`src/rtl/ps2_field_entry.sv`:
```
// ps2_field_entry
// Turns the raw PS/2 set-2 scan-code byte stream into NUM_FIELDS committed
// unsigned decimal parameters. Break codes (F0 xx) and extended sequences
// (E0 xx / E0 F0 xx) are filtered out. Typematic repeats of a held key can be
// suppressed. Digits build the current entry with saturation, and Enter
// commits the entry to the field being edited.
//
// Ports:
//   clock        in   system clock, all state on rising edge
//   resetn       in   asynchronous active-low reset
//   key_data     in   raw scan-code byte
//   key_valid    in   one-cycle strobe, one byte per high cycle
//   field_values out  committed fields, field i at [i*FIELD_WIDTH +: FIELD_WIDTH]
//   edit_value   out  value currently being typed
//   edit_digits  out  digits accepted in the current entry
//   edit_field   out  index of the field being edited
//   commit       out  one-cycle pulse when a field is written
//   commit_field out  index written, valid while commit=1
//   fire         out  one-cycle pulse on a Space make
//   dbg_state    out  prefix FSM state (0 idle, 1 break, 2 ext, 3 ext-break)
//
// Handshake: key_valid has no back-pressure. Every cycle with key_valid=1
// delivers exactly one byte, and the block always consumes it on that edge.
module ps2_field_entry #(
    parameter int NUM_FIELDS    = 4,
    parameter int IDX_W         = 2,
    parameter int FIELD_WIDTH   = 8,
    parameter int MAX_DIGITS    = 3,
    parameter int REPEAT_FILTER = 1
) (
    input  logic                              clock,
    input  logic                              resetn,
    input  logic [7:0]                        key_data,
    input  logic                              key_valid,
    output logic [NUM_FIELDS*FIELD_WIDTH-1:0] field_values,
    output logic [FIELD_WIDTH-1:0]            edit_value,
    output logic [3:0]                        edit_digits,
    output logic [IDX_W-1:0]                  edit_field,
    output logic                              commit,
    output logic [IDX_W-1:0]                  commit_field,
    output logic                              fire,
    output logic [1:0]                        dbg_state
);

    localparam int                 EXT_W       = FIELD_WIDTH + 4;
    localparam logic [IDX_W-1:0]   LAST_FIELD  = IDX_W'(NUM_FIELDS - 1);
    localparam logic [3:0]         DIGIT_LIMIT = 4'(MAX_DIGITS);

    localparam logic [7:0] KEY_BREAK = 8'hF0;
    localparam logic [7:0] KEY_EXT   = 8'hE0;
    localparam logic [7:0] KEY_ENTER = 8'h5A;
    localparam logic [7:0] KEY_BKSP  = 8'h66;
    localparam logic [7:0] KEY_TAB   = 8'h0D;
    localparam logic [7:0] KEY_ESC   = 8'h76;
    localparam logic [7:0] KEY_SPACE = 8'h29;

    typedef enum logic [1:0] {
        ST_IDLE    = 2'd0,
        ST_BRK     = 2'd1,
        ST_EXT     = 2'd2,
        ST_EXT_BRK = 2'd3
    } state_t;

    state_t                          r_state;
    logic [7:0]                      r_held_key;
    logic [NUM_FIELDS*FIELD_WIDTH-1:0] r_fields;
    logic [FIELD_WIDTH-1:0]          r_edit_value;
    logic [3:0]                      r_edit_digits;
    logic [IDX_W-1:0]                r_edit_field;
    logic                            r_commit;
    logic [IDX_W-1:0]                r_commit_field;
    logic                            r_fire;

    logic                            w_is_digit;
    logic [3:0]                      w_digit;
    logic [EXT_W-1:0]                w_ext_sum;
    logic [FIELD_WIDTH-1:0]          w_sat_value;
    logic [IDX_W-1:0]                w_next_field;
    logic                            w_repeat;

    // Set-2 make codes for the main-row digits.
    always_comb begin
        w_is_digit = 1'b1;
        w_digit    = 4'd0;
        case (key_data)
            8'h45:   w_digit = 4'd0;
            8'h16:   w_digit = 4'd1;
            8'h1E:   w_digit = 4'd2;
            8'h26:   w_digit = 4'd3;
            8'h25:   w_digit = 4'd4;
            8'h2E:   w_digit = 4'd5;
            8'h36:   w_digit = 4'd6;
            8'h3D:   w_digit = 4'd7;
            8'h3E:   w_digit = 4'd8;
            8'h46:   w_digit = 4'd9;
            default: w_is_digit = 1'b0;
        endcase
    end

    // value*10+9 always fits in FIELD_WIDTH+4 bits, so any carry into the
    // top nibble means the field width was exceeded and the result clamps.
    assign w_ext_sum    = EXT_W'(r_edit_value) * EXT_W'(10) + EXT_W'(w_digit);
    assign w_sat_value  = (|w_ext_sum[EXT_W-1:FIELD_WIDTH]) ? '1 : w_ext_sum[FIELD_WIDTH-1:0];
    assign w_next_field = (r_edit_field == LAST_FIELD) ? '0 : r_edit_field + 1'b1;
    assign w_repeat     = (REPEAT_FILTER != 0) && (key_data == r_held_key);

    always_ff @(posedge clock or negedge resetn) begin
        if (!resetn) begin
            r_state        <= ST_IDLE;
            r_held_key     <= 8'h00;
            r_fields       <= '0;
            r_edit_value   <= '0;
            r_edit_digits  <= '0;
            r_edit_field   <= '0;
            r_commit       <= 1'b0;
            r_commit_field <= '0;
            r_fire         <= 1'b0;
        end else begin
            // Strobes default low so a single byte can never hold them high twice.
            r_commit <= 1'b0;
            r_fire   <= 1'b0;
            if (key_valid) begin
                case (r_state)
                    ST_IDLE: begin
                        if (key_data == KEY_BREAK) begin
                            r_state <= ST_BRK;
                        end else if (key_data == KEY_EXT) begin
                            r_state <= ST_EXT;
                        end else if (!w_repeat) begin
                            r_held_key <= key_data;
                            case (key_data)
                                KEY_ENTER: begin
                                    if (r_edit_digits != 4'd0) begin
                                        r_fields[int'(r_edit_field)*FIELD_WIDTH +: FIELD_WIDTH] <= r_edit_value;
                                        r_commit       <= 1'b1;
                                        r_commit_field <= r_edit_field;
                                        r_edit_value   <= '0;
                                        r_edit_digits  <= '0;
                                        r_edit_field   <= w_next_field;
                                    end
                                end
                                KEY_BKSP: begin
                                    r_edit_value  <= '0;
                                    r_edit_digits <= '0;
                                end
                                KEY_TAB: begin
                                    r_edit_value  <= '0;
                                    r_edit_digits <= '0;
                                    r_edit_field  <= w_next_field;
                                end
                                KEY_ESC: begin
                                    r_edit_value  <= '0;
                                    r_edit_digits <= '0;
                                    r_edit_field  <= '0;
                                end
                                KEY_SPACE: begin
                                    r_fire <= 1'b1;
                                end
                                default: begin
                                    if (w_is_digit && (r_edit_digits < DIGIT_LIMIT)) begin
                                        r_edit_value  <= w_sat_value;
                                        r_edit_digits <= r_edit_digits + 4'd1;
                                    end
                                end
                            endcase
                        end
                    end
                    ST_BRK: begin
                        // Releasing the held key re-arms it for the repeat filter.
                        if (key_data == r_held_key) begin
                            r_held_key <= 8'h00;
                        end
                        r_state <= ST_IDLE;
                    end
                    ST_EXT: begin
                        r_state <= (key_data == KEY_BREAK) ? ST_EXT_BRK : ST_IDLE;
                    end
                    default: begin
                        r_state <= ST_IDLE;
                    end
                endcase
            end
        end
    end

    assign field_values = r_fields;
    assign edit_value   = r_edit_value;
    assign edit_digits  = r_edit_digits;
    assign edit_field   = r_edit_field;
    assign commit       = r_commit;
    assign commit_field = r_commit_field;
    assign fire         = r_fire;
    assign dbg_state    = r_state;

endmodule

```
`config.mk`:
```
export PLATFORM = sky130hd
export DESIGN_NAME = ps2_field_entry
export DESIGN_NICKNAME = d
export VERILOG_FILES = /design/src/rtl/ps2_field_entry.sv
export SDC_FILE = /design/constraint.sdc
export NUM_CORES = 1
export LEC_CHECK = 0
export ABC_AREA = 1
export ABC_CLOCK_PERIOD_IN_PS = 2390
export CORE_ASPECT_RATIO = 1.25
export CORE_MARGIN = 3
export CORE_UTILIZATION = 45
export DETAILED_ROUTE_END_ITERATION = 10
export GPL_TIMING_DRIVEN = 0
export PLACE_DENSITY = 0.69
export SYNTH_ARGS = -nofsm -noshare
export SYNTH_HDL_FRONTEND = slang
export SYNTH_SLANG_ARGS = --single-unit
```
`constraint.sdc`:
```
create_clock -name clock -period 2.39 [get_ports clock]
set_clock_uncertainty 0.05 [all_clocks]
set_input_delay 0.478 -clock clock [delete_from_list [all_inputs] [get_ports clock]]
set_output_delay 0.478 -clock clock [all_outputs]
set_load 0.01 [all_outputs]
```
==> flow_summary.json <==
{
  "outcome": "completed",
  "yosysSeqAreaShare": 0.411,
  "initial_core_util": 0.466,
  "synth_cells": 489,
  "crit_path_frequent_cell": "nand2_2",
  "drive_gt1_frac": 0.202,
  "crit-reg2reg-capture": "edit_value[5]",
  "drtIter0Drc": 174,
  "worst-endpoint-arrival_ns": 2.56,
  "hpwl_mm": 6.53,
  "startpoint": "edit_value[3]",
  "r2r_slack_ns": 0.05,
  "cts_made_buffers": 9,
  "rsz0062_at_grt": "yes",
  "post-route-drc-count": 0,
  "viasPerCell": 5.04,
  "start_kind": "flip-flop",
  "slowest_delay_ns": 0.56,
  "htreeDepth": 3,
  "syn_area_um2": 3660,
  "drtAntennaViolNets": 0,
  "synthTopCellsByArea": "dfrtp_1 (41%), nand2_1 (20%), ha_1 (7.9%)",
  "hold_buffers": 0,
  "rr_worst_depth": 14,
  "final.min_clock_period_ns": 2.34,
  "fin_tns_setup_ns": 0,
  "maxCapViolations": 0,
  "nets": 615,
  "grt_pass1_vias": 3121,
  "postLayoutCellArea_um2": 4910,
  "core_um2": 7840,
  "r2r_start": "edit_value[3]",
  "nFillCells": 689,
  "power.density_nw_per_um2": 574,
  "diodes": 0,
  "netlist.area_leader.share": 0.411,
  "fin_util": 0.626,
  "crit_chain": "ha_4, ha_4, fa_2, nand2_2, inv_2, nand3_4, nor2_4, buf_4, nand2_2, nand2_2, inv_4, nand3_2, nand2_1, nand2_1",
  "hold_path_class": "input pin to async pin",
  "fin_crit_sh": 0.978,
  "yosys_warnings": 0,
  "crit_slowest_cell": "fa_2",
  "ir_worst_vdd_v": 0.000422,
  "maxSlewViolCount": 0,
  "synthesis.nets": 525,
  "clockRootBuffer": "clkbuf_8",
  "overflow": 0,
  "num_rows": 36,
  "p_leak_nw": 2.43,
  "cp.required_ns": 2.62,
  "insertion_delay_ns": 0.34,
  "die_x_um": 86.6,
  "area_growth_pct": 34.3,
  "max_slew_margin": 0.491,
  "io_pins": 63,
  "groute.usage.overall": 0.201,
  "grt_pass1_wl_mm": 14.8,
  "critical_path_class": "flip-flop to flip-flop",
  "ys_ff_latch": 60,
  "worstMarginPinSlew_ns": 0.763,
  "dr.pass1.iters": 4,
  "clock.fmax_mhz": 428,
  "clkTransAtPathRegs_ns": 0.07,
  "finalPower_w": 0.00282,
  "setup_viol": 0,
  "synth.largest_area_cell": "dfrtp_1",
  "drt_wl_total_mm": 9.03,
  "avgSynthCellArea_um2": 7.48,
  "clock-sinks": 60,
  "critPathCaptureType": "flip-flop",
  "place_congestion": 0.839,
  "grt_max_degree": 34,
  "die_y_um": 107,
  "hold_ws_ns": 0.159,
  "grt_antenna_before_repair": 0,
  "yosysUniqueCellTypes": 28,
  "dieArea_um2": 9250,
  "cts_tree": "yes",
  "portBuffers": 62,
  "routedWlPerCell_um": 13.3,
  "placed_area_um2": 4430,
  "timing.final.hold_violations": 0,
  "clockBufferDepth": 2,
  "critPathMaxFanout": 8,
  "num_vias": 3423
}
kinds of logic after synthesis:
family                     count (synthesis)  synth area share
buffers and inverters                     60            0.0705
AOI/OAI and AO/OA                         46            0.0647
DFF                                       60             0.411
adders and majority gates                 25            0.0897
xor gates and xnor gates                  10            0.0240
and+or+nand+nor                          288             0.341
synth_stat cells, drive strengths merged:
cell type,instances
nand2,194
dfrtp,60
inv,55
nor2,46
o21ai,38
nand3,33
ha,23
xnor2,8
nand4,7
a21oi,6
nor3,5
buf,4
fa,2
xor2,2
clkbuf,1
nand3b,1
nor3b,1
o21a,1
o32ai,1
or2,1
power breakdown:
group	switching [W]	internal, W	leakage, nW	total (W)
combinational	0.000503	0.000309	1.53	0.000812
sequential	0.0000909	0.00112	0.808	0.00121
clock	0.000402	0.000397	0.0889	0.000799
final cells by class:
type,instances,area (um^2),share of cell area
plain buffers,5,50.0,0.0102
inverters,55,211,0.0431
well taps,95,119,0.0242
multi-input cells,369,2130,0.435
clock buffers,11,141,0.0288
flip-flops and latches,60,1510,0.307
repair buffers,79,718,0.146
clock inverters,5,27.5,0.00561
flip-flops by register name, summed over array words and instances (netlist names):
register	flops
field_values	32
edit_value	8
r_held_key	8
edit_digits	4
commit_field	2
dbg_state	2
edit_field	2
commit	1
fire	1
routing by layer:
layer  global-route usage  wire, um
met1                0.247      3830
met2                0.353      4660
met3               0.0369       380
met4               0.0624       163
met5                    0         0
cells in the final DEF, fill, tap and decap left out, types with 3 or more instances in the layout:
cell	count
nand2_1	176
dfrtp_1	55
clkdlybuf4s50_1	53
inv_1	44
o21ai_1	32
nor2_1	30
nand3_1	23
ha_1	17
buf_4	17
nand2_2	16
clkbuf_8	10
inv_2	9
nor2_4	8
xnor2_1	8
nor2_2	7
nand4_1	7
clkbuf_2	6
o21ai_0	6
nand3_4	5
nand3_2	5
ha_4	5
dfrtp_2	5
buf_6	4
a21oi_1	4
nor3_1	4
clkinv_2	4
buf_2	3
stage by stage:
step           instances  setup WS [ns]
2_1_floorplan        489      0.0000162
3_3_place_gp         646          -1.34
3_5_place_dp         647         -0.798
4_1_cts              671        -0.0311
5_1_grt              679        -0.0515
6_report             679         0.0514
what timing repair did:
action	4_1_cts	5_1_grt
pin swaps	4	17
setup endpoints to repair	19	32
gates resized for setup	42	51
setup buffers	8	8
how the worst max path moves through the flow:
stage | slack (ns) | to | depth (start not counted)
after floorplan | 0.00002 | edit_value[3] | 12
after global placement | -1.34 | edit_value[3] | 1
after detailed placement | -0.80 | edit_value[5] | 18
after CTS | -0.03 | edit_value[5] | 12
after global routing | -0.05 | edit_value[7] | 16
final | 0.05 | edit_value[5] | 14
critical path, delay by kind of cell, from the launching register on:
| family | cells | cell delay (ns) |
|---|---|---|
| buf+inv | 3 | 0.25 |
| flops | 1 | 0.44 |
| fa+ha+maj | 3 | 0.97 |
| simple gates | 8 | 0.56 |
No activity file was read; power rests on OpenSTA's default activity.
